===== config.mk =====
export PLATFORM = sky130hd
export DESIGN_NAME = ot_read
export DESIGN_NICKNAME = d
export VERILOG_FILES = /design/src/rtl/ot_read.sv
export SDC_FILE = /design/constraint.sdc
export NUM_CORES = 1
export LEC_CHECK = 0
export CORE_AREA = 8 8 142 144
export DETAILED_ROUTE_END_ITERATION = 10
export DIE_AREA = 0 0 150 152
export PLACE_DENSITY = 0.78
export SKIP_LAST_GASP = 1
export SLEW_MARGIN = 15
export SYNTH_ARGS = -nofsm -noshare
export SYNTH_HDL_FRONTEND = slang
export SYNTH_SLANG_ARGS = --single-unit

===== constraint.sdc =====
create_clock -name clk -period 6.6 [get_ports clk]
set_input_delay 0.66 -clock clk [delete_from_list [all_inputs] [get_ports clk]]
set_output_delay 0.66 -clock clk [all_outputs]
set_load 0.005 [all_outputs]

===== src/rtl/ot_read.sv =====
// ---------------------------------------------------------------------------
// ot_read
//   Reads back the output SRAM and streams its contents into a downstream
//   FIFO. A start pulse in IDLE launches ADDR_FINAL reads (addresses
//   0..ADDR_FINAL-1). A 3-entry skid buffer absorbs the 1-cycle SRAM read
//   latency, so the read issue decision never looks at fifo_full_n. The final
//   word is flagged with last_out, and done pulses for one cycle once that
//   word has left the buffer.
//
//   Optional feature macro: OT_READ_STALL_CNT_EN
//     defined   : stall_cnt counts cycles where a word is waiting but the FIFO
//                 is full (saturating), cleared on reset and on an accepted
//                 start.
//     undefined : stall_cnt is tied to zero.
//
// Ports
//   clk             clock
//   reset           synchronous, active-high reset
//   start           1-cycle transfer request, honoured only in IDLE
//   busy            high while reading or draining
//   done            1-cycle pulse after the last word was pushed
//   cen_otsr        SRAM chip enable, active-low
//   wen_otsr        SRAM write enable, active-low (always 1, read-only use)
//   addr_otsr       SRAM read address
//   data_from_sram  SRAM read data, valid the cycle after cen_otsr=0
//   fifo_full_n     downstream FIFO accepts a word this cycle
//   fifo_write      data_out is pushed this cycle
//   data_out        word to the FIFO, zero when fifo_write=0
//   last_out        marks the push of word ADDR_FINAL-1
//   stall_cnt       back-pressure stall counter
// ---------------------------------------------------------------------------
module ot_read #(
  parameter int ADDR_FINAL     = 20,
  parameter int SRAM_DATA_BITS = 64,
  parameter int SRAM_ADDR_BITS = 10
) (
  input  logic                      clk,
  input  logic                      reset,
  input  logic                      start,
  output logic                      busy,
  output logic                      done,
  output logic                      cen_otsr,
  output logic                      wen_otsr,
  output logic [SRAM_ADDR_BITS-1:0] addr_otsr,
  input  logic [SRAM_DATA_BITS-1:0] data_from_sram,
  input  logic                      fifo_full_n,
  output logic                      fifo_write,
  output logic [SRAM_DATA_BITS-1:0] data_out,
  output logic                      last_out,
  output logic [15:0]               stall_cnt
);

  // One extra bit so a count of exactly 2**SRAM_ADDR_BITS words fits.
  localparam int                CNT_W    = SRAM_ADDR_BITS + 1;
  localparam logic [CNT_W-1:0]  LAST_IDX = CNT_W'(ADDR_FINAL - 1);

  typedef enum logic [1:0] {
    S_IDLE  = 2'd0,
    S_READ  = 2'd1,
    S_DRAIN = 2'd2,
    S_DONE  = 2'd3
  } state_t;

  state_t                    state_q, state_d;
  logic [CNT_W-1:0]          issue_cnt_q, issue_cnt_d;
  logic [CNT_W-1:0]          out_cnt_q, out_cnt_d;
  logic                      rd_pend_q, rd_pend_d;
  logic [1:0]                wr_ptr_q, wr_ptr_d;
  logic [1:0]                rd_ptr_q, rd_ptr_d;
  logic [1:0]                skid_cnt_q, skid_cnt_d;
  logic [SRAM_DATA_BITS-1:0] skid_mem_q [3];

  logic [2:0] occupancy;
  logic       issue;
  logic       push;
  logic       pop;

  // Modulo-3 pointer advance for the skid ring.
  function automatic logic [1:0] ptr_inc(input logic [1:0] p);
    return (p == 2'd2) ? 2'd0 : p + 2'd1;
  endfunction

  // A read may only be issued when the word it returns is guaranteed a slot:
  // buffered words plus the read still in flight must leave room. This keeps
  // fifo_full_n out of the SRAM enable path entirely.
  always_comb begin
    occupancy = {1'b0, skid_cnt_q} + {2'b00, rd_pend_q};
    issue     = (state_q == S_READ) && (occupancy < 3'd3);
    push      = rd_pend_q;
    pop       = (skid_cnt_q != 2'd0) && fifo_full_n;
  end

  always_comb begin
    rd_pend_d  = issue;
    wr_ptr_d   = push ? ptr_inc(wr_ptr_q) : wr_ptr_q;
    rd_ptr_d   = pop  ? ptr_inc(rd_ptr_q) : rd_ptr_q;
    skid_cnt_d = skid_cnt_q;
    case ({push, pop})
      2'b10:   skid_cnt_d = skid_cnt_q + 2'd1;
      2'b01:   skid_cnt_d = skid_cnt_q - 2'd1;
      default: skid_cnt_d = skid_cnt_q;
    endcase
  end

  // Next-state and counters. DRAIN looks at the post-cycle buffer count so
  // DONE follows the cycle of the final push directly.
  always_comb begin
    state_d     = state_q;
    issue_cnt_d = issue_cnt_q;
    out_cnt_d   = out_cnt_q;
    if (issue) issue_cnt_d = issue_cnt_q + CNT_W'(1);
    if (pop)   out_cnt_d   = out_cnt_q + CNT_W'(1);
    case (state_q)
      S_IDLE: begin
        if (start) begin
          state_d     = S_READ;
          issue_cnt_d = '0;
          out_cnt_d   = '0;
        end
      end
      S_READ: begin
        if (issue && (issue_cnt_q == LAST_IDX)) state_d = S_DRAIN;
      end
      S_DRAIN: begin
        if (skid_cnt_d == 2'd0) state_d = S_DONE;
      end
      S_DONE: begin
        state_d     = S_IDLE;
        issue_cnt_d = '0;
        out_cnt_d   = '0;
      end
      default: state_d = S_IDLE;
    endcase
  end

  // Stage boundary: control registers.
  always_ff @(posedge clk) begin
    if (reset) begin
      state_q     <= S_IDLE;
      issue_cnt_q <= '0;
      out_cnt_q   <= '0;
      rd_pend_q   <= 1'b0;
      wr_ptr_q    <= 2'd0;
      rd_ptr_q    <= 2'd0;
      skid_cnt_q  <= 2'd0;
    end else begin
      state_q     <= state_d;
      issue_cnt_q <= issue_cnt_d;
      out_cnt_q   <= out_cnt_d;
      rd_pend_q   <= rd_pend_d;
      wr_ptr_q    <= wr_ptr_d;
      rd_ptr_q    <= rd_ptr_d;
      skid_cnt_q  <= skid_cnt_d;
    end
  end

  // Stage boundary: skid data capture. The word returned by last cycle's read
  // is always written; the issue rule guarantees a free slot.
  always_ff @(posedge clk) begin
    if (push) skid_mem_q[wr_ptr_q] <= data_from_sram;
  end

  always_comb begin
    busy       = (state_q == S_READ) || (state_q == S_DRAIN);
    done       = (state_q == S_DONE);
    cen_otsr   = ~issue;
    wen_otsr   = 1'b1;
    addr_otsr  = issue_cnt_q[SRAM_ADDR_BITS-1:0];
    fifo_write = pop;
    data_out   = pop ? skid_mem_q[rd_ptr_q] : '0;
    last_out   = pop && (out_cnt_q == LAST_IDX);
  end

`ifdef OT_READ_STALL_CNT_EN
  logic [15:0] stall_q, stall_d;

  always_comb begin
    stall_d = stall_q;
    if ((state_q == S_IDLE) && start) begin
      stall_d = 16'd0;
    end else if ((skid_cnt_q != 2'd0) && !fifo_full_n && (stall_q != 16'hFFFF)) begin
      stall_d = stall_q + 16'd1;
    end
  end

  // Stage boundary: stall counter.
  always_ff @(posedge clk) begin
    if (reset) stall_q <= 16'd0;
    else       stall_q <= stall_d;
  end

  assign stall_cnt = stall_q;
`else
  assign stall_cnt = 16'd0;
`endif

endmodule


==> qor.yml, run 1 <==
status: "finished, final reports clean"
drt_iter0_drc: 308
grt_pass1_wl_mm: 28.9
diodes: 0
vias: 5599
vdd.ir_drop.worst_mv: 0.305
cts_setup_buffers: 0
setup_viol: 0
ys_seq_area_frac: 0.707
synth.avg_cell_area_um2: 13.3
drv_slew: 0
finalHoldViolations: 0
cts_tree: "yes"
post-route-period-util: 0.552
dieArea_um2: 22800
routed_wl_mm: 18.1
grt_max_degree: 85
fillers: 1322
worstSkewPairLatency_ns: 0.50
slowest_stage: "buf_4"
fin_nets: 891
die_x_um: 150
cp_data_required_time_ns: 5.94
post_drt_wl_per_cell_um: 17.1
grt.overflow.total: 0
start_util: 0.511
die-height_um: 152
synthArstFlopShare: 0
arrival_ns: 2.98
synth_cell_types: 41
clk_path_buf_depth: 3
cts-root-buf: "clkbuf_16"
drc: 0
place.port_buffers: 146
dr.pass1.iters: 4
ant_nets: 0
hpwl_mm: 10.9
synth_warnings: 0
power_density_nw_per_um2: 338
track_usage: 0.156
syn-instance-count: 681
clkSinkCount: 225
synth-edff-count: 192
crit_path_max_incr_delay_ns: 0.68
core_um2: 17800
avgViaCountPerCell: 5.28
tns_ns: 0
drive_gt1_frac: 0.0662
cp_num_buf_inv: 2
setup_slack_ns: 2.96
numCtsBuffers: 24
final_util: 0.647
critPathTopFamily: "buffers and inverters"
htree_levels: 1
synthFlopType: "edfxtp_1"
ctsResizeCount: 0
slew_headroom: 0.362
worstPathCellList: "buf_4 -> mux2i_1 -> nor2_1 -> a21oi_1 -> nor2_1 -> clkdlybuf4s50_1"
clkTransAtPathRegs_ns: 0.06
row_count: 49
cts_hold_buf: 0
gp_congestion: 0.816
startpoint_type: "flip-flop"
io_pins: 164
fin_skew_ns: 0.0190
hp-class: "reg2reg"
grt_pass1_vias: 5689
worst-slew-pin-transition_ns: 0.957
worstSetupPathType: "reg2out"
place_inst: 1017
antenna_found_initial: 2
final_cell_count_no_fill: 1060
synth_area_um2: 9080
ys_ff_latch: 225
crit_top_cell: "nor2_1"
leakage_nw: 3.83
maxCapViolCount: 0
end_kind: "output port"
clock.fmax_mhz: 275
critical_path_peak_fanout: 40
post-route-min-period_ns: 3.64
area_growth_pct: 26.7
place_ws_ns: 3.32
rsz0062_at_grt: "no"
==> per-stage QoR <==
stage	instance area [um2]	power [W]	hold slack (ns)
after CTS	11500	0.00394	0.486
after global placement	10600	0.00245	0.469
final	11500	0.00390	0.482
after global routing	11500	0.00408	0.503
after detailed placement	10600	0.00246	0.476
after floorplan	9140	0.00218	0.453
==> cell usage in the layout, fill, tap and decap left out, drive strengths merged, types with 3 or more instances in the layout <==
cell type,n
edfxtp,192
nor2,158
clkdlybuf4s50,146
a21oi,71
mux2i,65
dfxtp,33
clkbuf,30
conb,17
nand2,16
xor2,11
xnor2,11
ha,9
inv,8
nor3,8
bufinv,7
buf,6
clkinv,6
nand4,5
nand3,5
o21ai,4
nor2b,3
==> routing by layer <==
layer  GRT usage  wire [um]
met1       0.193       7420
met3      0.0493       1660
met2       0.258       8690
met4      0.0405        277
met5           0         27
==> final cells by class <==
| cell class | instances | area, um2 | share of cell area |
|---|---|---|---|
| flip-flops and latches | 225 | 6430 | 0.559 |
| well taps | 229 | 287 | 0.0249 |
| inverters | 8 | 32.5 | 0.00283 |
| multi-input cells | 403 | 2370 | 0.206 |
| clock buffers | 30 | 644 | 0.0560 |
| clock inverters | 13 | 238 | 0.0207 |
| repair buffers | 152 | 1510 | 0.131 |
==> state kept, by name, summed over array words and instances, names as in the netlist, named ones only <==
name / count
wr_ptr_q: 2
rd_ptr_q: 2
issue_cnt_q: 11
push: 1
skid_cnt_q: 2
skid_mem_q: 192
state_q: 2
out_cnt_q: 11
==> path summary, 6_finish.rpt <==
| path | start | endpoint | slack, ns | depth (start not counted) |
|---|---|---|---|---|
| min reg2reg | rd_ptr_q[0] | flip-flop | 0.48 | 2 |
| max reg2reg | skid_cnt_q[0] | state_q[1] | 3.95 | 9 |
| min | rd_ptr_q[0] | flip-flop | 0.48 | 2 |
| max | flip-flop | data_out[45] | 2.96 | 6 |
==> kinds of logic (layout without fill, tap and decap cells) <==
group / count (synthesis) / count (layout) / synth area share
xor+xnor: 22 / 22 / 0.0212
flops: 225 / 225 / 0.707
simple gates: 207 / 207 / 0.0960
buf+inv: 68 / 203 / 0.0416
fa+ha+maj: 9 / 9 / 0.0124
compound gates: 83 / 83 / 0.0490
mux: 65 / 65 / 0.0716
other cells: 2 / 17 / 0.000827
==> worst min-delay path: cells and delay by family, from the launching register on <==
kind	cells	cell delay, ns
compound gates	1	0.06
flops	1	0.32
simple gates	1	0.06
==> cells in the mapped netlist (3+ instances only) <==
master | number | share of area
buf_1 | 5 | 0.0021
nand4_1 | 5 | 0.0034
o21ai_0 | 3 | 0.0017
dfxtp_1 | 33 | 0.073
edfxtp_1 | 192 | 0.63
nor3_1 | 8 | 0.0044
xor2_1 | 11 | 0.011
mux2i_1 | 65 | 0.072
nand2_1 | 16 | 0.0066
xnor2_1 | 11 | 0.011
clkbuf_1 | 18 | 0.0074
ha_1 | 9 | 0.012
nand3_1 | 5 | 0.0028
a21oi_1 | 71 | 0.039
buf_4 | 27 | 0.022
buf_2 | 9 | 0.0050
nor2_1 | 158 | 0.065
inv_1 | 7 | 0.0029
==> where the power goes <==
part	internal [W]	total, W	switching, W	leakage (nW)
clock	0.000962	0.00147	0.000508	0.432
combinational	0.000339	0.000706	0.000367	1.40
sequential	0.00166	0.00172	0.0000639	2.00
(Power assumes the default switching activity.)
==> run 2, diff against run 1 <==
==> constraint.sdc (replaced) <==
create_clock -name clk -period 3.4 [get_ports clk]
set_input_delay 0.34 -clock clk [delete_from_list [all_inputs] [get_ports clk]]
set_output_delay 0.34 -clock clk [all_outputs]
set_load 0.005 [all_outputs]
==> qor.yml, run 2 (same netlist as run 1, synthesis figures left out) <==
die-height_um: 152  # unchanged
core_um2: 17800  # unchanged
worstPathCellList: "o21ai_4 -> buf_4 -> nor2_1 -> clkdlybuf4s50_1"  # was buf_4 -> mux2i_1 -> nor2_1 -> a21oi_1 -> nor2_1 -> clkdlybuf4s50_1
cts_tree: "yes"  # unchanged
vias: 5587  # was 5,599
drc: 0  # unchanged
grt.overflow.total: 0  # unchanged
gp_congestion: 0.823  # was 0.816
grt_pass1_vias: 5947  # was 5,689
rsz0062_at_grt: "no"  # unchanged
hp-class: "in2reg"  # was reg2reg
crit_path_max_incr_delay_ns: 0.81  # was 0.68 ns
largest_reg_flops: 192  # unchanged
critical_path_peak_fanout: 33  # was 40
cts_hold_buf: 0  # unchanged
setup_viol: 0  # unchanged
regArea_um2: 6430  # unchanged
end_kind: "output port"  # unchanged
post-route-period-util: 0.903
worstSkewPairLatency_ns: 0.52  # was 0.50 ns
largestRegisters: "skid_mem_q: 192 flops, issue_cnt_q: 11 flops, out_cnt_q: 11 flops"  # unchanged
max_flop_register: "skid_mem_q"  # unchanged
layout_commonest_cell: "edfxtp_1"  # unchanged
cts-root-buf: "clkbuf_16"  # unchanged
place.port_buffers: 146  # unchanged
dieArea_um2: 22800  # unchanged
routed_wl_mm: 19.2  # was 18.1 mm
slew_headroom: 0.342  # was 0.362
tns_ns: 0  # unchanged
dr.pass1.iters: 5  # was 4
cp_data_required_time_ns: 3.06  # was 5.94 ns
row_count: 49  # unchanged
hpwl_mm: 12.3  # was 10.9 mm
worstSetupPathType: "reg2out"  # unchanged
worst_hold_slack_ns: 0.425  # was 0.482 ns
clk_path_buf_depth: 3  # unchanged
vdd.ir_drop.worst_mv: 0.453  # was 0.305 mV
r2r_start: "skid_cnt_q[0]"  # unchanged
ctsResizeCount: 0  # unchanged
cts_setup_buffers: 0  # unchanged
worst-slew-pin-transition_ns: 0.983  # was 0.957 ns
arrival_ns: 2.73  # was 2.98 ns
start_util: 0.511  # unchanged
final_cell_mix: "edfxtp_1 (192), nor2_1 (157), clkdlybuf4s50_1 (146)"  # unchanged
startpoint_type: "flip-flop"  # unchanged
grt_pass1_wl_mm: 30.2  # was 28.9 mm
fin_skew_ns: 0.0189  # was 0.0190 ns
slowest_stage: "o21ai_4"  # was buf_4
r2r_end: "state_q[1]"  # unchanged
htree_levels: 1  # unchanged
ff2ff_setup_slack_ns: 0.67  # was 3.95 ns
grt_max_degree: 83  # was 85
multi_input_area_um2: 2380  # was 2370 um2
ant_nets: 0  # unchanged
clock.fmax_mhz: 326
post-route-min-period_ns: 3.07
power.total_w: 0.00736  # was 0.00390 W
final_util: 0.647  # about the same
drv_slew: 0  # unchanged
fillers: 1266  # was 1,322
clkTransAtPathRegs_ns: 0.06  # about the same
status: "finished, final reports clean"  # unchanged
crit_cells: 4  # was 6
maxCapViolCount: 0  # unchanged
io_pins: 164  # unchanged
min_from: "data_from_sram[57]"  # was rd_ptr_q[0]
numCtsBuffers: 24  # unchanged
area_growth_pct: 26.7  # about the same
power_density_nw_per_um2: 640  # was 338 nW/um2
cp_num_buf_inv: 2  # unchanged
drive_gt1_frac: 0.0693  # was 0.0662
leakage_nw: 3.82  # was 3.83 nW
post_drt_wl_per_cell_um: 18.0  # was 17.1 um
die_x_um: 150  # unchanged
diodes: 0  # unchanged
cp-startpoint: "skid_cnt_q[0]"
clkSinkCount: 225  # unchanged
critPathTopFamily: "buffers and inverters"  # unchanged
avgViaCountPerCell: 5.24  # was 5.28
finalHoldViolations: 0  # unchanged
worstSetupEndpoint: "data_out[2]"  # was data_out[45]
fin_nets: 896  # was 891
drt_iter0_drc: 405  # was 308
track_usage: 0.165  # was 0.156
reg2reg_depth: 7  # was 9
antenna_found_initial: 3  # was 2
## run 2: how the worst min path moves through the flow
stage / endpoint / slack (ns) / cells past startpoint
4_1_cts: skid_mem_q[2][42] / 0.40 / 1
5_1_grt: skid_mem_q[2][53] / 0.42 / 1
3_3_place_gp: flip-flop / 0.46 / 2
2_1_floorplan: skid_cnt_q[1] / 0.41 / 1
6_report: skid_mem_q[0][57] / 0.42 / 1
3_5_place_dp: out_cnt_q[5] / 0.50 / 2
## run 2: metrics by stage
stage	instance area (um2)	std cells	worst slack, ns
2_1_floorplan	9160	696	-0.0483
4_1_cts	11500	1066	0.291
3_3_place_gp	10700	1022	0.745
3_5_place_dp	10700	1022	0.696
6_report	11500	1066	0.330
5_1_grt	11500	1066	0.164
## run 2: layout make-up
| type | instances | area share |
|---|---|---|
| Clock buffer | 30 | 0.0550 |
| Inverter | 8 | 0.00283 |
| Timing Repair Buffer | 157 | 0.136 |
| Sequential cell | 225 | 0.559 |
| Multi-Input combinational cell | 403 | 0.207 |
| Tap cell | 229 | 0.0249 |
| Clock inverter | 14 | 0.0151 |
## run 2: per-layer routing
layer / up-vias / part of all wire / GRT usage
met5: - / 0.0016 / 0
met4: 6 / 0.027 / 0.0543
met3: 44 / 0.089 / 0.0481
met2: 218 / 0.49 / 0.279
met1: 2654 / 0.39 / 0.197
li1: 2665 / - / -
## run 2: where the power goes
group | total [W] | leakage (nW) | switching (W) | internal [W]
sequential | 0.00332 | 2.00 | 0.000103 | 0.00321
clock | 0.00260 | 0.391 | 0.00104 | 0.00156
combinational | 0.00145 | 1.43 | 0.000768 | 0.000682
